$ cat config.mk
export PLATFORM = sky130hd
export DESIGN_NAME = csa_pipe_adder
export DESIGN_NICKNAME = d
export VERILOG_FILES = /design/src/rtl/csa_pkg.sv /design/src/rtl/csa_merge_level.sv /design/src/rtl/csa_pipe_adder.sv
export SDC_FILE = /design/constraint.sdc
export NUM_CORES = 1
export LEC_CHECK = 0
export ABC_AREA = 1
export ABC_CLOCK_PERIOD_IN_PS = 19950
export CAP_MARGIN = 20
export CORE_ASPECT_RATIO = 1.75
export CORE_MARGIN = 2
export CORE_UTILIZATION = 60
export DETAILED_ROUTE_END_ITERATION = 12
export PLACE_DENSITY = 0.81
export SLEW_MARGIN = 20
export SYNTH_ARGS = -nofsm -noshare
export SYNTH_HDL_FRONTEND = slang
export SYNTH_SLANG_ARGS = --single-unit
$ cat constraint.sdc
create_clock -name clk -period 19.95 [get_ports clk]
set_input_delay 4.9875 -clock clk [delete_from_list [all_inputs] [get_ports clk]]
set_output_delay 4.9875 -clock clk [all_outputs]
set_load 0.01 [all_outputs]
$ cat src/rtl/csa_pkg.sv
// Shared definitions for the conditional-sum adder family: width/depth helpers
// and the sideband record that rides alongside each register slice.
package csa_pkg;

  // Ceiling log2 for elaboration-time sizing.
  function automatic int csa_clog2(input int n);
    int r;
    r = 0;
    while ((1 << r) < n) r++;
    return r;
  endfunction

  // Pipeline depth: one slice per PIPE_EVERY merge levels, rounded up.
  function automatic int csa_nstage(input int log2w, input int pipe_every);
    return (log2w + pipe_every - 1) / pipe_every;
  endfunction

  // Per-beat sideband: effective carry-in and operand sign bits (B after inversion).
  typedef struct packed {
    logic cin;
    logic a_msb;
    logic b_msb;
  } csa_side_t;

endpackage

$ cat src/rtl/csa_merge_level.sv
// One conditional-sum merge level: pairs of BLK-bit blocks, each carrying
// {carry,sum} for both carry-in hypotheses, fuse into 2*BLK-bit blocks.
module csa_merge_level #(
  parameter int BLK  = 1,
  parameter int NBLK = 1
) (
  input  logic [2*NBLK*(BLK+1)-1:0] in0,
  input  logic [2*NBLK*(BLK+1)-1:0] in1,
  output logic [NBLK*(2*BLK+1)-1:0] out0,
  output logic [NBLK*(2*BLK+1)-1:0] out1
);

  localparam int BW = BLK + 1;
  localparam int OW = 2 * BLK + 1;

  for (genvar i = 0; i < NBLK; i++) begin : g_pair
    logic [BLK:0] lo0, lo1, hi0, hi1;

    assign lo0 = in0[2*i*BW +: BW];
    assign lo1 = in1[2*i*BW +: BW];
    assign hi0 = in0[(2*i+1)*BW +: BW];
    assign hi1 = in1[(2*i+1)*BW +: BW];

    // The lower block's carry-out picks which upper-block hypothesis is real.
    assign out0[i*OW +: OW] = {(lo0[BLK] ? hi1 : hi0), lo0[BLK-1:0]};
    assign out1[i*OW +: OW] = {(lo1[BLK] ? hi1 : hi0), lo1[BLK-1:0]};
  end

endmodule

$ cat src/rtl/csa_pipe_adder.sv
// Pipelined conditional-sum adder/subtractor with a single global advance
// signal; register slices sit between merge levels and the last one drives the outputs.
module csa_pipe_adder
  import csa_pkg::*;
#(
  parameter int WIDTH      = 32,
  parameter int PIPE_EVERY = 1
) (
  input  logic             clk,
  input  logic             rst_n,
  input  logic             in_valid,
  output logic             in_ready,
  input  logic [WIDTH-1:0] in_a,
  input  logic [WIDTH-1:0] in_b,
  input  logic             in_cin,
  input  logic             in_sub,
  output logic             out_valid,
  input  logic             out_ready,
  output logic [WIDTH-1:0] out_sum,
  output logic             out_cout,
  output logic             out_ovf
);

  localparam int LOG2W = csa_clog2(WIDTH);
  localparam int LAST  = LOG2W - 1;

  function automatic logic ovf_of(input logic a_msb, input logic b_msb, input logic s_msb);
    return (a_msb == b_msb) && (s_msb != a_msb);
  endfunction

  logic             adv;
  logic [WIDTH-1:0] b_eff;
  logic             cin_eff;
  csa_side_t        in_side;

  assign adv      = !out_valid | out_ready;
  assign in_ready = adv;
  assign b_eff    = in_sub ? ~in_b : in_b;
  assign cin_eff  = in_sub | in_cin;
  assign in_side  = {cin_eff, in_a[WIDTH-1], b_eff[WIDTH-1]};

  for (genvar k = 0; k < LOG2W; k++) begin : g_lvl
    localparam int  BLK   = 1 << k;
    localparam int  NBLK  = WIDTH >> (k + 1);
    localparam int  IW    = 2 * NBLK * (BLK + 1);
    localparam int  OW    = NBLK * (2 * BLK + 1);
    localparam bit  SLICE = (((k + 1) % PIPE_EVERY) == 0) && (k != LAST);

    logic [IW-1:0] d0, d1;
    logic          u_vld;
    csa_side_t     u_side;
    logic [OW-1:0] m0, m1;
    logic [OW-1:0] q0, q1;
    logic          q_vld;
    csa_side_t     q_side;

    if (k == 0) begin : g_src
      // Per-bit {carry,sum} for carry-in 0 and carry-in 1.
      for (genvar i = 0; i < WIDTH; i++) begin : g_bit
        assign d0[2*i +: 2] = {in_a[i] & b_eff[i], in_a[i] ^ b_eff[i]};
        assign d1[2*i +: 2] = {in_a[i] | b_eff[i], ~(in_a[i] ^ b_eff[i])};
      end
      assign u_vld  = in_valid;
      assign u_side = in_side;
    end else begin : g_chain
      assign d0     = g_lvl[k-1].q0;
      assign d1     = g_lvl[k-1].q1;
      assign u_vld  = g_lvl[k-1].q_vld;
      assign u_side = g_lvl[k-1].q_side;
    end

    csa_merge_level #(
      .BLK  (BLK),
      .NBLK (NBLK)
    ) u_merge (
      .in0  (d0),
      .in1  (d1),
      .out0 (m0),
      .out1 (m1)
    );

    if (SLICE) begin : g_slice
      // ---- register slice after merge level k ----
      always_ff @(posedge clk or negedge rst_n) begin
        if (!rst_n) begin
          q_vld <= 1'b0;
        end else if (adv) begin
          q_vld <= u_vld;
        end
      end

      always_ff @(posedge clk) begin
        if (adv) begin
          q0     <= m0;
          q1     <= m1;
          q_side <= u_side;
        end
      end
    end else begin : g_thru
      assign q0     = m0;
      assign q1     = m1;
      assign q_vld  = u_vld;
      assign q_side = u_side;
    end
  end

  logic [WIDTH:0] fin;
  logic           fin_vld;
  csa_side_t      fin_side;

  assign fin_side = g_lvl[LAST].q_side;
  assign fin_vld  = g_lvl[LAST].q_vld;
  assign fin      = fin_side.cin ? g_lvl[LAST].q1 : g_lvl[LAST].q0;

  // ---- output slice: final carry-in select, overflow, result registers ----
  // Result bits load only with a real beat so bubbles never disturb held values.
  always_ff @(posedge clk or negedge rst_n) begin
    if (!rst_n) begin
      out_valid <= 1'b0;
      out_sum   <= '0;
      out_cout  <= 1'b0;
      out_ovf   <= 1'b0;
    end else if (adv) begin
      out_valid <= fin_vld;
      if (fin_vld) begin
        out_sum  <= fin[WIDTH-1:0];
        out_cout <= fin[WIDTH];
        out_ovf  <= ovf_of(fin_side.a_msb, fin_side.b_msb, fin[WIDTH-1]);
      end
    end
  end

endmodule

# Yosys cells after proc, flatten, opt, wreduce, memory -nomap -nowiden

Index checks and enable logic that the tools add are counted.

$add $sub $neg: 0
Multipliers: 0
Divide/modulo/power cells: 0
Order comparisons: 0
Equal/unequal tests: 2
Shift-type cells: 0
Muxes and demuxes: 64
Bitwise operators: 131
Reductions and logical operators: 3

Operator list:

| cell              | number |
|---|---|
| $mux 2            | 32 |
| $mux 3            | 16 |
| $mux 5            | 8 |
| $mux 9            | 4 |
| $mux 17           | 2 |
| $or 1x1->1        | 34 |
| $mux 33           | 1 |
| $and 1x1->1       | 32 |
| $mux 32           | 1 |
| $not 1->1         | 32 |
| $not 32->32       | 1 |
| $xor 1x1->1       | 32 |
| $reduce_and 2->1  | 1 |
| $eq 1x1->1        | 1 |
| $logic_and 1x1->1 | 1 |
| $logic_not 1->1   | 1 |
| $ne 1x1->1        | 1 |

Register bits: 367
Latch bits: 0
Bits in writable memories: 0
Bits in read-only memories: 0
Bits of input ports: 70
Output and inout bits: 36
Memories: 0

# Longest topological paths before layout

Depth after elaboration: 5
Depth in mapped cells: 8
Gate-level depth less buffers: 7

# Hierarchy

Synthesis repeated with hierarchy kept, for this count alone.

Cells, all modules: 1762
Area, all modules: 17867.1 µm²

By module, submodules not included:

| module                             | times used | cells each | area an instance (µm²) |
|---|---|---|---|
| csa_pipe_adder                     | 1          | 864        | 13798.2 |
| csa_merge_level (g_lvl[0].u_merge) | 1          | 256        | 1081.0 |
| csa_merge_level (g_lvl[1].u_merge) | 1          | 192        | 840.8 |
| csa_merge_level (g_lvl[2].u_merge) | 1          | 160        | 720.7 |
| csa_merge_level (g_lvl[4].u_merge) | 1          | 142        | 720.7 |
| csa_merge_level (g_lvl[3].u_merge) | 1          | 148        | 705.7 |

# Least setup slack after synthesis

OpenSTA, ideal clock, no wires.

Kind: input port to output port
Start point: in out_ready
End point: out in_ready
Arrival: 11.468 ns
Data required time: 14.962 ns
Slack: 3.495 ns
Cell stages on the path: 2
Cell sequence: nor2_4 -> inv_1

Word-level cells in the longest chain between the ends: 1

RTL lines:

| item               | line                 | RTL |
|---|---|---|
| start: declaration | csa_pipe_adder.sv:18 | `input logic out_ready,` |
| $or 1x1->1         | csa_pipe_adder.sv:36 | `assign adv = !out_valid \| out_ready;` |
| end: declaration   | csa_pipe_adder.sv:12 | `output logic in_ready,` |

Every way passes these cells.

# Final worst setup path

Ends and elaborated chain as after synthesis.

==> qor.csv <==
metric,value,unit
status,"finished, final reports clean",
max_freq,85.5,MHz
synth-edff-count,328,
post_cts_resized,0,
post-route-min-period,11.70,ns
via_per_inst,5.05,
core-area,0.0253,sq mm
grt.total_usage,16.0,%
vias,8466,
synthDistinctLibCells,28,
cts.sinks,367,
synth_warnings,0,
synthMostInstantiatedCell,edfxtp_1,
syn_inst,1239,
reg2regPathDepth,5,
io_buffers,105,
crit_arrival,6.71,ns
overflow,0,
h-tree-depth,1,
fill_cells,1691,
antenna_found_initial,0,
antenna_cells,0,
place.gp.congestion,0.711,
setup_viol,0,
cts_inserted_buffers,29,
critPathKind,in -> out,
power_density,143,mW/mm^2
synth_ff_type,edfxtp_1,
cts_hold_buf,0,
tns,0,ns
min_path_cells,0,
ys_seq_elements,367,
min_path_type,reg -> reg,
post_cts_buffers,0,
synth.yosys.seq_area_share,70.0,%
maxCapViolCount,0,
cts_tree,built,
area_growth,13.8,%
netlist_area,0.0155,sq mm
worst-slew-pin-transition,1.05,ns
r2r_setup_slack,16.93,ns
worstSetupEndpointType,primary output,
min_period_over_period,58.6,%
fin_skew,0.0117,ns
clockBufferDepth,3,
root_buffer,clkbuf_16,
yosys-top-cells-area,"edfxtp_1, nand2_1, dfrtp_1",
final_layout_size_suffix_gt1_share,4.26,%
synthesis.nets,1372,
stdcell_count,1676,
fp.dieH,216,microns
max-slew-margin-rel,30.1,%
grt_pass1_wl,36.5,mm
path_clk_slew,0.07,ns
finalPower,2.52,mW
slew_viol_final,0,
drt_pass1_iterations,4,
die-area,0.0271,sq mm
leakage,7.25,nW
startpoint_type,primary input,
synth.top_cells.by_count,"edfxtp_1, nand2_1, inv_1",
timing.rr.end,g_lvl[2].q1[22]$_DFFE_PP_,
min_to,g_lvl[2].q0[10]$_DFFE_PP_,
num_io_pins,106,
finalNetCount,1472,
start_util,61.1,%
antenna_left,0,
hold_viol,0,
hold_start,g_lvl[1].q0[11]$_DFFE_PP_,
drt_iter0_drc,533,
drc,0,
dp.cells,1624,
grt_max_degree,95,
yosys.area.top_type_share,63.7,%
wl,21.4,mm
fp.dieW,125,microns
reg2reg_from,out_valid$_DFFE_PN0P_,
synth_top_area_cell,edfxtp_1,
rsz0062_at_grt,false,
hpwl,14.4,mm
grt_pass1_vias,8161,
syn_area_per_cell,12.5,sq um
cp_data_required_time,14.96,ns
ir_drop,0.0756,mV
clock_latency,0.56,ns
rows,77,
synth-async-reset-ratio,10.6,%
routedWlPerCell,12.8,microns
cp_max_fo,92,
-- power by group --
part           switching [mW]  leakage (nW)  internal (mW)  total [mW]
clock                   0.243         0.457          0.319       0.562
combinational           0.307          2.96          0.213       0.520
sequential              0.165          3.84           1.27        1.44
total                   0.714          7.25           1.81        2.52
-- stage by stage --
stage                     instance area [sq um]  hold WS [ns]  setup slack [ns]  util (%)
after floorplan                           15500         0.400              3.49         -
after global placement                    16700         0.401              8.28      65.8
after detailed placement                  16700         0.405              8.26      65.8
after CTS                                 17600         0.415              8.24      69.5
after global routing                      17600         0.419              8.16      69.5
final                                     17600         0.412              8.25      69.5
-- worst max-delay path, stage by stage --
cell and delay, ns:
clkdlybuf4s50_1 0.51, nor2_4 0.09, inv_8 0.44, clkdlybuf4s50_1 0.65
-- layout make-up --
cell class                 instances  area [sq um]  area share (%)
clock buffer                      38           759            4.31
clock inverter                    14           170           0.967
inverter                         165           627            3.56
multi-input combinational        666          3750            21.3
sequential                       367         10800            61.5
tap                              316           395            2.25
timing repair buffer             110          1080            6.15
-- cells in the final DEF, fill, tap and decap left out --
cell	synthesis	layout
o211ai_1	16	16
xor2_1	16	16
a21oi_2	1	1
o21ai_1	6	6
nor2_1	32	32
buf_6	8	1
buf_4	7	4
buf_2	9	2
xnor2_1	47	47
clkinv_1	0	3
bufinv_16	0	4
or2_2	2	2
ha_1	63	63
inv_2	3	3
or2_4	1	1
a31oi_1	16	16
a21oi_1	31	31
inv_1	162	161
clkinv_2	0	6
clkdlybuf4s50_1	0	103
edfxtp_1	328	328
clkbuf_16	0	29
nand3b_2	1	1
dfrtp_1	39	39
clkbuf_1	12	9
nand3_1	4	4
inv_8	0	1
o21ai_0	152	152
nor2_4	2	2
nand2_1	276	276
inv_6	0	1
-- state kept, by name (all words and copies together) (netlist names) --
register,cells
g_lvl.q_side,9
out_cout,1
out_ovf,1
out_sum,32
g_lvl.q1,158
fin_side,3
fin_vld,1
out_valid,1
g_lvl.q_vld,3
g_lvl.q0,158
-- worst max path at each step --
stage / startpoint / end / slack [ns] / cells after the start
after floorplan: out_ready / in_ready / 3.49 / 2
after global placement: out_ready / in_ready / 8.28 / 4
after detailed placement: out_ready / in_ready / 8.26 / 4
after CTS: out_ready / in_ready / 8.24 / 4
after global routing: out_ready / in_ready / 8.16 / 4
final: out_ready / in_ready / 8.25 / 4
-- per-layer routing --
metal  GRT usage [%]  vias up  part of all wire (%)
li1                -     4370                     -
met1            19.9     3872                    42
met2            28.6      179                    51
met3            2.12       45                   3.9
met4            6.37        0                   3.2
met5               0        -                     0
-- cells by family after synthesis --
group | Yosys count | synth area share (%)
compound gates | 222 | 7.59
xor+xnor | 63 | 3.57
fa+ha+maj | 63 | 5.10
buf+inv | 206 | 5.81
flops | 367 | 70.0
simple gates | 318 | 7.96
Note: power is estimated with default switching activity, not from simulation.
